$ cat config.mk
export PLATFORM = sky130hd
export DESIGN_NAME = mult_hilo_ctrl
export DESIGN_NICKNAME = d
export VERILOG_FILES = /design/src/rtl/mult_pkg.sv /design/src/rtl/hilo_regs.sv /design/src/rtl/mult_hilo_ctrl.sv
export SDC_FILE = /design/constraint.sdc
export NUM_CORES = 1
export LEC_CHECK = 0
export CORE_MARGIN = 8
export CORE_UTILIZATION = 35
export DETAILED_ROUTE_END_ITERATION = 16
export HOLD_SLACK_MARGIN = 0.1
export PLACE_DENSITY_LB_ADDON = 0.15
export SYNTH_ARGS = -nofsm -noshare
export SYNTH_HDL_FRONTEND = slang
export SYNTH_SLANG_ARGS = --single-unit
$ cat constraint.sdc
create_clock -name CLK -period 4.57 [get_ports CLK]
set_input_delay 0.6855 -clock CLK [delete_from_list [all_inputs] [get_ports CLK]]
set_output_delay 0.6855 -clock CLK [all_outputs]
set_load 0.05 [all_outputs]
$ cat src/rtl/mult_pkg.sv
// Shared constants and state encoding for the HI/LO multiply sequencer.
package mult_pkg;

    localparam int unsigned XLEN_DEF  = 32;
    localparam int unsigned GUARD_DEF = 2;

    typedef enum logic [1:0] {
        StIdle  = 2'd0,
        StIssue = 2'd1,
        StGuard = 2'd2,
        StWait  = 2'd3
    } state_e;

endpackage

$ cat src/rtl/hilo_regs.sv
// Architectural HI/LO registers with independent write enables and the MFHI/MFLO read mux.
module hilo_regs
    import mult_pkg::*;
#(
    parameter int unsigned XLEN = XLEN_DEF
) (
    input  logic            CLK,
    input  logic            RST_N,
    input  logic            hi_we,
    input  logic            lo_we,
    input  logic [XLEN-1:0] hi_wdata,
    input  logic [XLEN-1:0] lo_wdata,
    input  logic            RD_HI,
    output logic [XLEN-1:0] RDATA
);

    logic [XLEN-1:0] hi_q;
    logic [XLEN-1:0] lo_q;

    always_ff @(posedge CLK or negedge RST_N) begin
        if (!RST_N) begin
            hi_q <= '0;
            lo_q <= '0;
        end else begin
            if (hi_we) hi_q <= hi_wdata;
            if (lo_we) lo_q <= lo_wdata;
        end
    end

    assign RDATA = RD_HI ? hi_q : lo_q;

endmodule

$ cat src/rtl/mult_hilo_ctrl.sv
// Sequencer between EX and the serial multiplier: issues MULT/MULTU, captures the
// product into HI/LO, stalls on HI/LO hazards and aborts the multiplier on flush.
module mult_hilo_ctrl
    import mult_pkg::*;
#(
    parameter int unsigned XLEN  = XLEN_DEF,
    parameter int unsigned GUARD = GUARD_DEF
) (
    input  logic              CLK,
    input  logic              RST_N,
    input  logic              REQ,
    input  logic              REQ_SGN,
    input  logic [XLEN-1:0]   OPA,
    input  logic [XLEN-1:0]   OPB,
    input  logic              MTHI,
    input  logic              MTLO,
    input  logic [XLEN-1:0]   WDATA,
    input  logic              RD_HI,
    input  logic              RD_LO,
    input  logic              FLUSH,
    output logic              STALL,
    output logic              BUSY,
    output logic [XLEN-1:0]   RDATA,
    output logic              MST,
    output logic              MSGN,
    output logic [XLEN-1:0]   SRCA,
    output logic [XLEN-1:0]   SRCB,
    output logic              MRST,
    input  logic [2*XLEN-1:0] PROD,
    input  logic              PRODV
);

    localparam int unsigned CW = (GUARD < 1) ? 1 : $clog2(GUARD + 1);

    state_e          state_q;
    logic [CW-1:0]   gcnt_q;
    logic            abort_q;
    logic            idle_go;
    logic            capture;
    logic            hi_we;
    logic            lo_we;
    logic [XLEN-1:0] hi_wdata;
    logic [XLEN-1:0] lo_wdata;

    assign BUSY  = (state_q != StIdle);
    assign STALL = BUSY & (REQ | RD_HI | RD_LO | MTHI | MTLO);
    assign MRST  = ~RST_N | abort_q;

    // A flush in the capture cycle squashes the product along with the instruction.
    assign idle_go  = (state_q == StIdle) & ~FLUSH;
    assign capture  = (state_q == StWait) & PRODV & ~FLUSH;
    assign hi_we    = capture | (idle_go & ~REQ & MTHI);
    assign lo_we    = capture | (idle_go & ~REQ & MTLO);
    assign hi_wdata = capture ? PROD[2*XLEN-1:XLEN] : WDATA;
    assign lo_wdata = capture ? PROD[XLEN-1:0] : WDATA;

    always_ff @(posedge CLK or negedge RST_N) begin
        if (!RST_N) begin
            state_q <= StIdle;
            gcnt_q  <= '0;
            abort_q <= 1'b0;
            MST     <= 1'b0;
            MSGN    <= 1'b0;
            SRCA    <= '0;
            SRCB    <= '0;
        end else begin
            abort_q <= 1'b0;
            MST     <= 1'b0;
            if (FLUSH && BUSY) begin
                state_q <= StIdle;
                abort_q <= 1'b1;
            end else begin
                unique case (state_q)
                    StIdle: begin
                        if (REQ && !FLUSH) begin
                            SRCA    <= OPA;
                            SRCB    <= OPB;
                            MSGN    <= REQ_SGN;
                            MST     <= 1'b1;
                            state_q <= StIssue;
                        end
                    end
                    StIssue: begin
                        gcnt_q  <= CW'(GUARD - 1);
                        state_q <= StGuard;
                    end
                    // The multiplier still shows the previous PRODV here; ignore it.
                    StGuard: begin
                        if (gcnt_q == '0) state_q <= StWait;
                        else              gcnt_q  <= gcnt_q - 1'b1;
                    end
                    StWait: begin
                        if (PRODV) state_q <= StIdle;
                    end
                endcase
            end
        end
    end

    hilo_regs #(
        .XLEN(XLEN)
    ) u_hilo_regs (
        .CLK      (CLK),
        .RST_N    (RST_N),
        .hi_we    (hi_we),
        .lo_we    (lo_we),
        .hi_wdata (hi_wdata),
        .lo_wdata (lo_wdata),
        .RD_HI    (RD_HI),
        .RDATA    (RDATA)
    );

endmodule

=== Yosys cells after proc, flatten, opt, wreduce, memory -nomap -nowiden ===
Cells that the tools add are included.

* Word-level logic and storage cells: 59
* Output and inout port bits: 101
* Bits of input ports: 170
* Flip-flop bits (word level): 135

* Add/subtract/negate cells: 1
* Reduce and logical (&&, ||, !) cells: 10
* Muxes and demuxes: 14
* Equal/unequal tests: 7
* Bitwise operators: 18

{| class="wikitable"
|+ Operator list
! operator !! number
|-
| 32-bit 2-to-1 mux || 3
|-
| 2-bit 2-to-1 mux || 5
|-
| 3-bit AND reduction || 3
|-
| 2-bit case mux with 4 select lines || 1
|-
| 1-bit bitwise AND || 7
|-
| 1-bit bitwise OR || 7
|-
| 2-bit equality test (second input constant) || 2
|-
| 2-bit zero test || 2
|-
| 1-bit 2-to-1 mux || 4
|-
| 1-bit inverter || 4
|-
| 2-bit case mux with 2 select lines || 1
|-
| 2-bit nonzero test || 2
|-
| 3-bit by 1-bit inequality test with 1-bit output (second input constant) || 1
|-
| 3-bit by 2-bit inequality test with 1-bit output (second input constant) || 1
|-
| 3-bit inequality test (second input constant) || 1
|-
| 2-bit by 1-bit equality test with 1-bit output (second input constant) || 1
|-
| 1-bit logical AND || 2
|-
| 2-bit inequality test (second input constant) || 1
|-
| 2-bit by 1-bit subtractor with 2-bit output (second input constant) || 1
|-
| 1-bit zero test || 1
|}

=== Logic depth before layout (Yosys ltp) ===
Gate-level depths: netlist of the first run.

* Depth after elaboration: 5
* Gate-level depth with buffers: 7
* Gate-level depth less buffers: 7

=== Hierarchy ===
From an unflattened synthesis of the first run, not the netlist that was laid out.

* Cells, all modules: 531
* Area total of the unflattened synthesis: 6,977.9 sq um

{| class="wikitable"
|+ By module, submodules not included
! module !! area each (sq um) !! instances !! cells an instance !! sequential area each (sq um)
|-
| mult_hilo_ctrl || 3,743.6 || 1 || 359 || 1,776.7
|-
| hilo_regs || 3,234.4 || 1 || 172 || 1,601.5
|}

=== Worst setup path after synthesis of the first run ===
No wires, ideal clock.

* Path type: in2out
* Start point: input RD_HI
* End point: output STALL
* Setup slack: 1.754 ns
* Path buffers: 2
* Required time: 3.885 ns
* Arrival time: 2.131 ns
* Stages: 4
* Cell sequence: clkbuf_1 clkbuf_1 nor3_1 a21oi_1

* Longest elaborated chain between the ends: 5

{| class="wikitable"
|+ RTL lines
! what !! line !! text
|-
| from (decl) || mult_hilo_ctrl.sv:18 || <nowiki>input logic RD_HI,</nowiki>
|-
| 1-bit bitwise OR (4 in series) || mult_hilo_ctrl.sv:46 || <nowiki>assign STALL = BUSY & (REQ | RD_HI | RD_LO | MTHI | MTLO);</nowiki>
|-
| 1-bit bitwise AND || mult_hilo_ctrl.sv:46 ||
|-
| to (decl) || mult_hilo_ctrl.sv:21 || <nowiki>output logic STALL,</nowiki>
|}

Every way passes these cells.

=== Worst setup path in the final report of the first run ===
Ends and elaborated chain as after synthesis.

==> results of run 1 <==
worst paths after layout:
path / from / endpoint / slack [ns] / cells after the start
hold reg to reg: SRCB[9] / SRCB[9] / 0.50 / 1
setup / recovery: RD_HI / STALL / 1.43 / 4
min in group CLK: SRCB[9] / SRCB[9] / 0.50 / 1
hold / removal: RST_N / u_hilo_regs.hi_q[27] / 0.23 / 1
setup reg to reg: state_q[0] / u_hilo_regs.lo_q[21] / 2.18 / 7
max in group asynchronous: RST_N / SRCA[14] / 2.92 / 2
sequential cells by signal (all words and copies together) (netlist names):
| signal | flops |
|---|---|
| u_hilo_regs.lo_q | 32 |
| MSGN | 1 |
| MST | 1 |
| state_q | 2 |
| SRCB | 32 |
| SRCA | 32 |
| u_hilo_regs.hi_q | 32 |
| gcnt_q | 2 |
| abort_q | 1 |
cells by family (layout without fill, tap and decap cells):
group / count (synthesis) / in the layout
other cells: 0 / 1
mux: 98 / 98
flops: 135 / 135
simple gates: 115 / 115
compound gates: 144 / 144
buf+inv: 41 / 313
fa+ha+maj: 6 / 6
layout make-up:
class / instances / area [um2]
clock inverter: 12 / 151
inverter: 7 / 26.3
timing repair buffer: 275 / 2760
clock buffer: 19 / 443
sequential: 135 / 3380
tap: 229 / 287
antenna: 1 / 2.50
multi-input combinational: 363 / 2670
fill: 1524 / 8060
metrics by stage:
stage                     instances  hold WS [ns]  area (um2)  total power [uW]  setup slack, ns
after floorplan                 539         0.390        6300              4850             1.75
after global placement         1009         0.491        9130              6160             1.40
after detailed placement       1009         0.492        9130              6250             1.37
after CTS                      1040         0.267        9720              7680             1.38
after global routing           1040         0.285        9720              7950             1.29
final                          1041         0.234        9720              7580             1.43
layout by cell type (no fill, tap or decap), types with 2 or more instances in the layout:
master / instances
clkdlybuf4s50_1: 268
dfrtp_1: 135
a21oi_1: 134
nor2_1: 70
mux2_4: 50
mux2_2: 48
nor2b_1: 34
clkbuf_16: 17
inv_1: 7
ha_1: 6
o21ai_0: 4
clkinv_2: 4
nand2_1: 3
bufinv_16: 3
buf_4: 3
nand3b_1: 2
a21oi_4: 2
o31ai_1: 2
clkinvlp_4: 2
inv_6: 2
buf_12: 2
power breakdown:
group | leakage (uW) | internal (uW) | switching, uW
logic | 0.00230 | 1610 | 2450
clock network | 0.000289 | 869 | 510
registers | 0.00156 | 1790 | 351
total | 0.00414 | 4280 | 3310
layer usage:
layer | vias up | track usage, % | part of all wire (%)
met2 | 138 | 30.2 | 54
met1 | 2373 | 18.8 | 39
met5 | - | 0 | 0
met3 | 15 | 4.90 | 6.0
met4 | 0 | 6.30 | 1.6
li1 | 2383 | - | -
==> key figures, run 1 <==
Yosys
  – Syn_nets: 715
  – Synth top cells by count: dfrtp_1, a21oi_1, nor2_1
  – Sequential area share after synthesis: a little over half
  – Post-synthesis adder-cell area fraction: 1.19%
  – Number of distinct library cells after synthesis: 25
  – Largest family of logic cells by synthesized area: multiplexers
  – Post-Syn Area: roughly 6300 um2
  – Area fraction in compound gates after synthesis: roughly an eighth
  – Area contributors post-synth: dfrtp_1, mux2_4, a21oi_1, mux2_2, nor2_1
  – Simple-gate share of the synthesized area: under 10%
  – Primary FF master, synth: dfrtp_1
  – Synth warnings: 0
  – FF+latch count, synth: roughly 140
  – Syn_area_per_cell: 11.7 um2
  – Share of the synthesized area in the top cell type: a little over half
  – Most common cell in the synthesized netlist: dfrtp_1
  – Synth Instances: 539
  – Xor/xnor share of the synthesized area: 0%
  – Post-synth EDFFs: 0
  – Post-synthesis mux area share: 20.5%
  – Fraction of registers with async set/reset: 100%
  – Cell taking the most area after synthesis: dfrtp_1

Place
  – Port bufs: 270
  – DPL Wire Length: ~15000 um
  – RD Place Congestion: 0.748

Clocking
  – Clock transition at path regs: 0.06 ns
  – Root Buffer: clkbuf_16
  – Post CTS Setup Buffer Count: 0
  – CTS resizes: 0
  – TritonCTS clock tree: yes
  – Cts bufs inserted: 17
  – Hold buffer count at cts: 0
  – Clk buf depth: 2
  – Clock Sink Count: 135
  – Clk Latency, worst-skew pair: 0.41 ns
  – # H-tree levels: 4

Die
  – Total core area: between 15000 and 20000 um2
  – Die X: roughly 150 um
  – Initial Utilization: 35.4%
  – # rows: 49
  – Die Y: 150 um
  – # IOs: 271
  – Die area: approximately 23000 um2

STA
  – Setup_tns: 0 ns
  – Worst Max-Slew Pin Slew: 0.930 ns
  – Final Hold Vio Count: 0
  – Final setup violation count: 0
  – Skew final: 0.00603 ns
  – Slew headroom: around two fifths
  – Period minus WS final: 3.14 ns
  – Final worst path period share: 68.7%
  – RSZ-0062 raised after global routing: false
  – Max Clk Rate: 318 MHz
  – Final slew viol count: 0

Drt
  – 1st-pass router iterations: 4
  – Post-Route WL: 19300 um
  – Via count: about 4900
  – Vias per cell: around 4.7
  – Routed length per instance: between 15 and 20 um
  – Iter 0 DRT Violations: 221
  – DR DRC count: 0
  – Antenna-violating nets left: 0

Layout
  – Share of layout cells above drive strength 1: between 10% and 20%
  – Layout Utilization: a little over half
  – Nets: about 980
  – Synthesis-to-layout area growth: 54.4%

Global route
  – Vias in the first global route: 5294
  – Largest net degree at the start of global routing: 76
  – First-pass GRT wire length: slightly below 30000 um
  – Initial antenna violation count: 0
  – Total congestion overflow: 0
  – All-layer global routing usage: 16.9%

Setup path
  – Worst path top cell family by delay: buffers and inverters
  – Worst-path cell chain: buf_2, nor3_1, a21oi_1, clkdlybuf4s50_1
  – Worst path required time: approximately 3.9 ns
  – Critical Path Max Stage Delay: 0.82 ns
  – Slowest CP cell: clkdlybuf4s50_1
  – CP max FO: 33
  – Crit end category: primary output
  – CP arrival: roughly 2.5 ns
  – Setup CP Type: input pin to primary output
  – CP Launch Type: input pin
  – CP Buf/Inv Count: 2

Status
  – Status: finished, final reports clean

Hold path
  – Worst hold path type: input pin to asynchronous set/reset pin

Power
  – Peak supply drop: 470 uV
  – Leak pwr: 0.00414 uW
  – PD cells: 780 nW/um2

Job
  – Max Cap Violations: 0
Power figures use the tool's default switching activity.
==> run 2: changes to the inputs <==
==> constraint.sdc (replaced) <==
create_clock -name CLK -period 3.05 [get_ports CLK]
set_input_delay 0.4575 -clock CLK [delete_from_list [all_inputs] [get_ports CLK]]
set_output_delay 0.4575 -clock CLK [all_outputs]
set_load 0.05 [all_outputs]
==> run 2 against run 1 <==
Against the previous run: flip-flop and latch count unchanged; sequential share of layout area shrank 0.35 points; routed wire length shrank 0.93%; cell area grew 1.0%; power increased by 51%; clock skew shrank 0.00057 ns; core utilization grew 0.56 points; register-to-register slack got worse by 1.1 ns; critical path depth stayed put; largest cell class unchanged.
==> key figures, run 2 (synthesis results as in run 1) <==
Drt
  – Post-Route WL: 19100 um
  – DR DRC count: 0
  – Antenna-violating nets left: 0
  – Iter 0 DRT Violations: around 150
  – 1st-pass router iterations: 4
  – Routed length per instance: 18.2 um
  – Vias per cell: 4.76
  – Via count: 4998

STA
  – Final setup violation count: 0
  – RSZ-0062 raised after global routing: false
  – Period minus WS final: ~2.5 ns
  – Final worst path period share: 82.7%
  – Final setup margin: 0.529 ns
  – Worst Max-Slew Pin Slew: 1.04 ns
  – Skew final: 0.00546 ns
  – Final slew viol count: 0
  – Max Clk Rate: 397 MHz
  – Setup_tns: 0 ns
  – Slew headroom: 30.4%
  – Final Hold Vio Count: 0

Global route
  – Total congestion overflow: 0
  – Largest net degree at the start of global routing: 82
  – First-pass GRT wire length: about 29000 um
  – Initial antenna violation count: 1
  – All-layer global routing usage: 16.8%
  – Vias in the first global route: 5392

Status
  – Status: finished, final reports clean

Setup path
  – CP arrival: 2.06 ns
  – Crit end category: primary output
  – CP Launch Type: flop
  – Critical R2R Launch: state_q[0]
  – Worst path required time: 2.59 ns
  – Setup CP Type: flop to primary output
  – RR Endpoint: SRCA[12]
  – R2R Setup Slk: 1.08 ns
  – CP max FO: 5
  – Worst r2r path cells: 6

Die
  – Total core area: 17800 um2
  – # IOs: between 200 and 300
  – Die X: 150 um
  – Die area: 22500 um2
  – Die Y: 150 um
  – Initial Utilization: between 30% and 40%
  – # rows: 49

Power
  – Peak supply drop: around 860 uV
  – PD cells: 1160 nW/um2
  – Leak pwr: approximately 0.0042 uW

Clocking
  – Clk Latency, worst-skew pair: 0.41 ns
  – Post CTS Setup Buffer Count: 0
  – Clk buf depth: 2
  – CTS resizes: 0
  – Cts bufs inserted: 17
  – Clock Sink Count: 135
  – TritonCTS clock tree: yes
  – Clock transition at path regs: 0.06 ns
  – # H-tree levels: 4
  – Root Buffer: clkbuf_16
  – Hold buffer count at cts: 0

Layout
  – Synthesis-to-layout area growth: 56.0%
  – Fillers: around 1600
  – Nets: slightly below 1000
  – Most common cell after layout, fill and taps aside: clkdlybuf4s50_1
  – Share of layout cells above drive strength 1: ~18%
  – Commonest cells after routing, fill and taps aside: clkdlybuf4s50_1, dfrtp_1, a21oi_1

Place
  – Pre-CTS setup slack: 0.579 ns
  – RD Place Congestion: approximately 0.77
  – DPL Wire Length: about 14000 um
  – Port bufs: 270

Job
  – Max Cap Violations: 0

Hold path
  – Worst hold path type: input pin to asynchronous set/reset pin
==> run 2: cell count changes in the layout (fill, tap and decap cells not counted), sizes merged <==
cell	delta
clkinvlp	+1
diode	+2
inv	+1
buf	+9
clkdlybuf4s50	-3
clkinv	-1
==> run 2: area by class of cell <==
cell class	count	area, um2	area share (%)
Sequential cell	135	3380	34.4
Clock buffer	19	443	4.51
Antenna cell	3	7.51	0.0764
Timing Repair Buffer	281	2840	28.9
Multi-Input combinational cell	363	2670	27.2
Inverter	7	26.3	0.268
Clock inverter	13	170	1.73
Tap cell	229	287	2.92
==> run 2: power breakdown <==
part	internal, uW	total [uW]	switching [uW]
sequential	2690	3170	485
clock	1320	2120	801
combinational	2430	6130	3700
total	6440	11400	4990
==> run 2: stage by stage <==
step	hold slack [ns]	cells	instance area (um2)	utilization (%)	power (uW)
after floorplan	0.162	539	6300	-	7270
after detailed placement	0.492	1015	9200	51.8	9380
after global placement	0.491	1015	9200	51.8	9220
after CTS	0.186	1047	9810	55.2	11600
after global routing	0.216	1048	9820	55.2	12000
final	0.170	1050	9820	55.2	11400
==> run 2: worst max path at each step <==
stage                          start       end  depth (start not counted)
final                     state_q[0]      BUSY                          4
after global routing      state_q[0]      BUSY                          4
after CTS                 state_q[0]      BUSY                          4
after detailed placement       FLUSH  SRCB[29]                          5
after global placement         FLUSH  SRCA[15]                          5
after floorplan                RD_HI     STALL                          4
==> run 2: worst max-delay path: stages, from the launching register on <==
cell             delay [ns]
dfrtp_1                0.39
inv_1                  0.10
ha_1                   0.27
inv_1                  0.09
clkdlybuf4s50_1        0.80
==> run 2: per-layer routing <==
metal  routed length, um  part of all wire [%]  global-route usage [%]
met1                7450                    39                    18.2
met2               10200                    53                    29.7
met3                1090                   5.7                    5.29
met4                 382                   2.0                    7.25
met5                   0                     0                       0
==> run 3: changes to the inputs <==
==> constraint.sdc (replaced) <==
create_clock -name CLK -period 2.59 [get_ports CLK]
set_input_delay 0.3885 -clock CLK [delete_from_list [all_inputs] [get_ports CLK]]
set_output_delay 0.3885 -clock CLK [all_outputs]
set_load 0.05 [all_outputs]
==> run 3 against run 2 <==
Against the previous run: worst hold slack worse by 0.13 ns; flip-flop and latch count unchanged; worst setup slack worse by 0.38 ns; cell area down 0.55%; sequential share of layout area up 0.19 points; first-iteration DRC count up 1.3%; final cell count down 0.48%; die area unchanged.
==> key figures, run 3 (synthesis results as in run 1) <==
Status
  – Status: finished, final reports clean

Global route
  – Initial antenna violation count: 0
  – Total congestion overflow: 0
  – Vias in the first global route: 5429
  – Largest net degree at the start of global routing: about 140
  – All-layer global routing usage: between 10% and 20%
  – First-pass GRT wire length: around 30000 um

Setup path
  – CP Launch Type: flop
  – RR Endpoint: SRCB[23]
  – CP arrival: 2.05 ns
  – Setup CP Type: flop to primary output
  – R2R Setup Slk: a little over 0.7 ns
  – Critical R2R Launch: state_q[1]
  – Worst r2r path cells: 6
  – Crit end category: primary output
  – Worst path required time: approximately 2.2 ns
  – CP max FO: 5

STA
  – Final slew viol count: 0
  – Worst Max-Slew Pin Slew: between 0.8 and 0.9 ns
  – Skew final: 0.00556 ns
  – Max Clk Rate: 410 MHz
  – RSZ-0062 raised after global routing: false
  – Slew headroom: 46.5%
  – Final Hold Vio Count: 0
  – Final setup margin: approximately 0.15 ns
  – Setup_tns: 0 ns
  – Final setup violation count: 0
  – Final worst path period share: a little over nine tenths
  – Period minus WS final: 2.44 ns

Clocking
  – Post CTS Setup Buffer Count: 0
  – TritonCTS clock tree: yes
  – # H-tree levels: 4
  – Hold buffer count at cts: 0
  – Clk buf depth: 2
  – CTS resizes: 0
  – Cts bufs inserted: 17
  – Root Buffer: clkbuf_16
  – Clk Latency, worst-skew pair: 0.42 ns
  – Clock Sink Count: between 100 and 150
  – Clock transition at path regs: ~0.060 ns

Layout
  – Fillers: between 1500 and 2000
  – Multi-input gate area: 2670 um2
  – Most common cell after layout, fill and taps aside: clkdlybuf4s50_1
  – Nets: 980
  – Fin cells: 1045
  – Share of layout cells above drive strength 1: between 20% and 30%
  – Commonest cells after routing, fill and taps aside: clkdlybuf4s50_1, dfrtp_1, a21oi_1
  – Area taken by flip-flops and latches: 3380 um2
  – Synthesis-to-layout area growth: 55.1%
  – Antenna Cells: 0

Drt
  – DR DRC count: 0
  – Post-Route WL: 19100 um
  – Antenna-violating nets left: 0
  – 1st-pass router iterations: 4
  – Routed length per instance: 18.3 um
  – Iter 0 DRT Violations: 151
  – Vias per cell: 4.84
  – Via count: 5058

Power
  – Internal: 7490 uW
  – Leak pwr: 0.00422 uW
  – Total power: 13400 uW
  – Peak supply drop: 796 uV
  – Switching share of power: 44.0%
  – Register share of total power: roughly 28%
  – PD cells: 1370 nW/um2
  – Clk pwr share: between 10% and 20%
  – Gate power share: between 50 and 60%
  – Switching power: 5890 uW

Place
  – Inst Count DP: 1014
  – Port bufs: 270
  – RD Place Congestion: 0.762
  – Pre-CTS setup slack: 0.493 ns
  – DPL Wire Length: 14000 um

Die
  – Die Y: between 150 and 200 um
  – Die area: 22500 um2
  – Initial Utilization: 35.4%
  – Die X: between 150 and 200 um
  – # IOs: between 200 and 300
  – # rows: 49
  – Total core area: 17800 um2

Job
  – Max Cap Violations: 0

Hold path
  – Worst hold path type: input pin to asynchronous set/reset pin
run 3: per-layer routing:
| layer | part of all wire [%] | vias to the layer above | global-route usage [%] |
|---|---|---|---|
| met2 | 53 | 153 | 30.2 |
| met3 | 5.5 | 19 | 4.12 |
| met1 | 40 | 2480 | 19.5 |
| met4 | 1.7 | 0 | 6.30 |
| met5 | 0 | - | 0 |
| li1 | - | 2406 | - |
run 3: power by group through the flow:
stage	sequential [uW]	combinational, uW	clock (uW)
after CTS	3730	7270	2530
after detailed placement	3750	7240	0
after global routing	3860	7570	2630
after global placement	3680	7140	0
final	3730	7190	2470
after floorplan	5480	3080	0
run 3: worst max-delay path, cell delays in order (launching register included):
cell and delay (ns):
dfrtp_1 0.40, inv_1 0.10, ha_1 0.26, inv_1 0.09, clkdlybuf4s50_1 0.80
run 3: through the flow:
stage / area [um2] / hold WS, ns / utilization (%)
final: 9770 / 0.0443 / 54.9
after global routing: 9770 / 0.167 / 54.9
after CTS: 9770 / 0.138 / 54.9
after detailed placement: 9170 / 0.493 / 51.6
after global placement: 9170 / 0.489 / 51.6
after floorplan: 6300 / 0.0929 / -
run 3: area by class of cell:
class / count / share of cell area [%]
clock inverters: 14 / 1.81
clock buffers: 17 / 4.36
multi-input cells: 363 / 27.4
well taps: 229 / 2.93
repair buffers: 280 / 28.7
inverters: 7 / 0.269
flip-flops and latches: 135 / 34.6
run 3: how the worst max path moves through the flow:
stage	cells past startpoint	slack [ns]	end	from
finish	4	0.15	BUSY	state_q[0]
global route	4	0.05	BUSY	state_q[0]
floorplan	4	0.37	STALL	RD_HI
detailed placement	7	0.49	u_hilo_regs.hi_q[7]	FLUSH
CTS	4	0.11	BUSY	state_q[0]
global placement	5	0.55	SRCB[27]	FLUSH
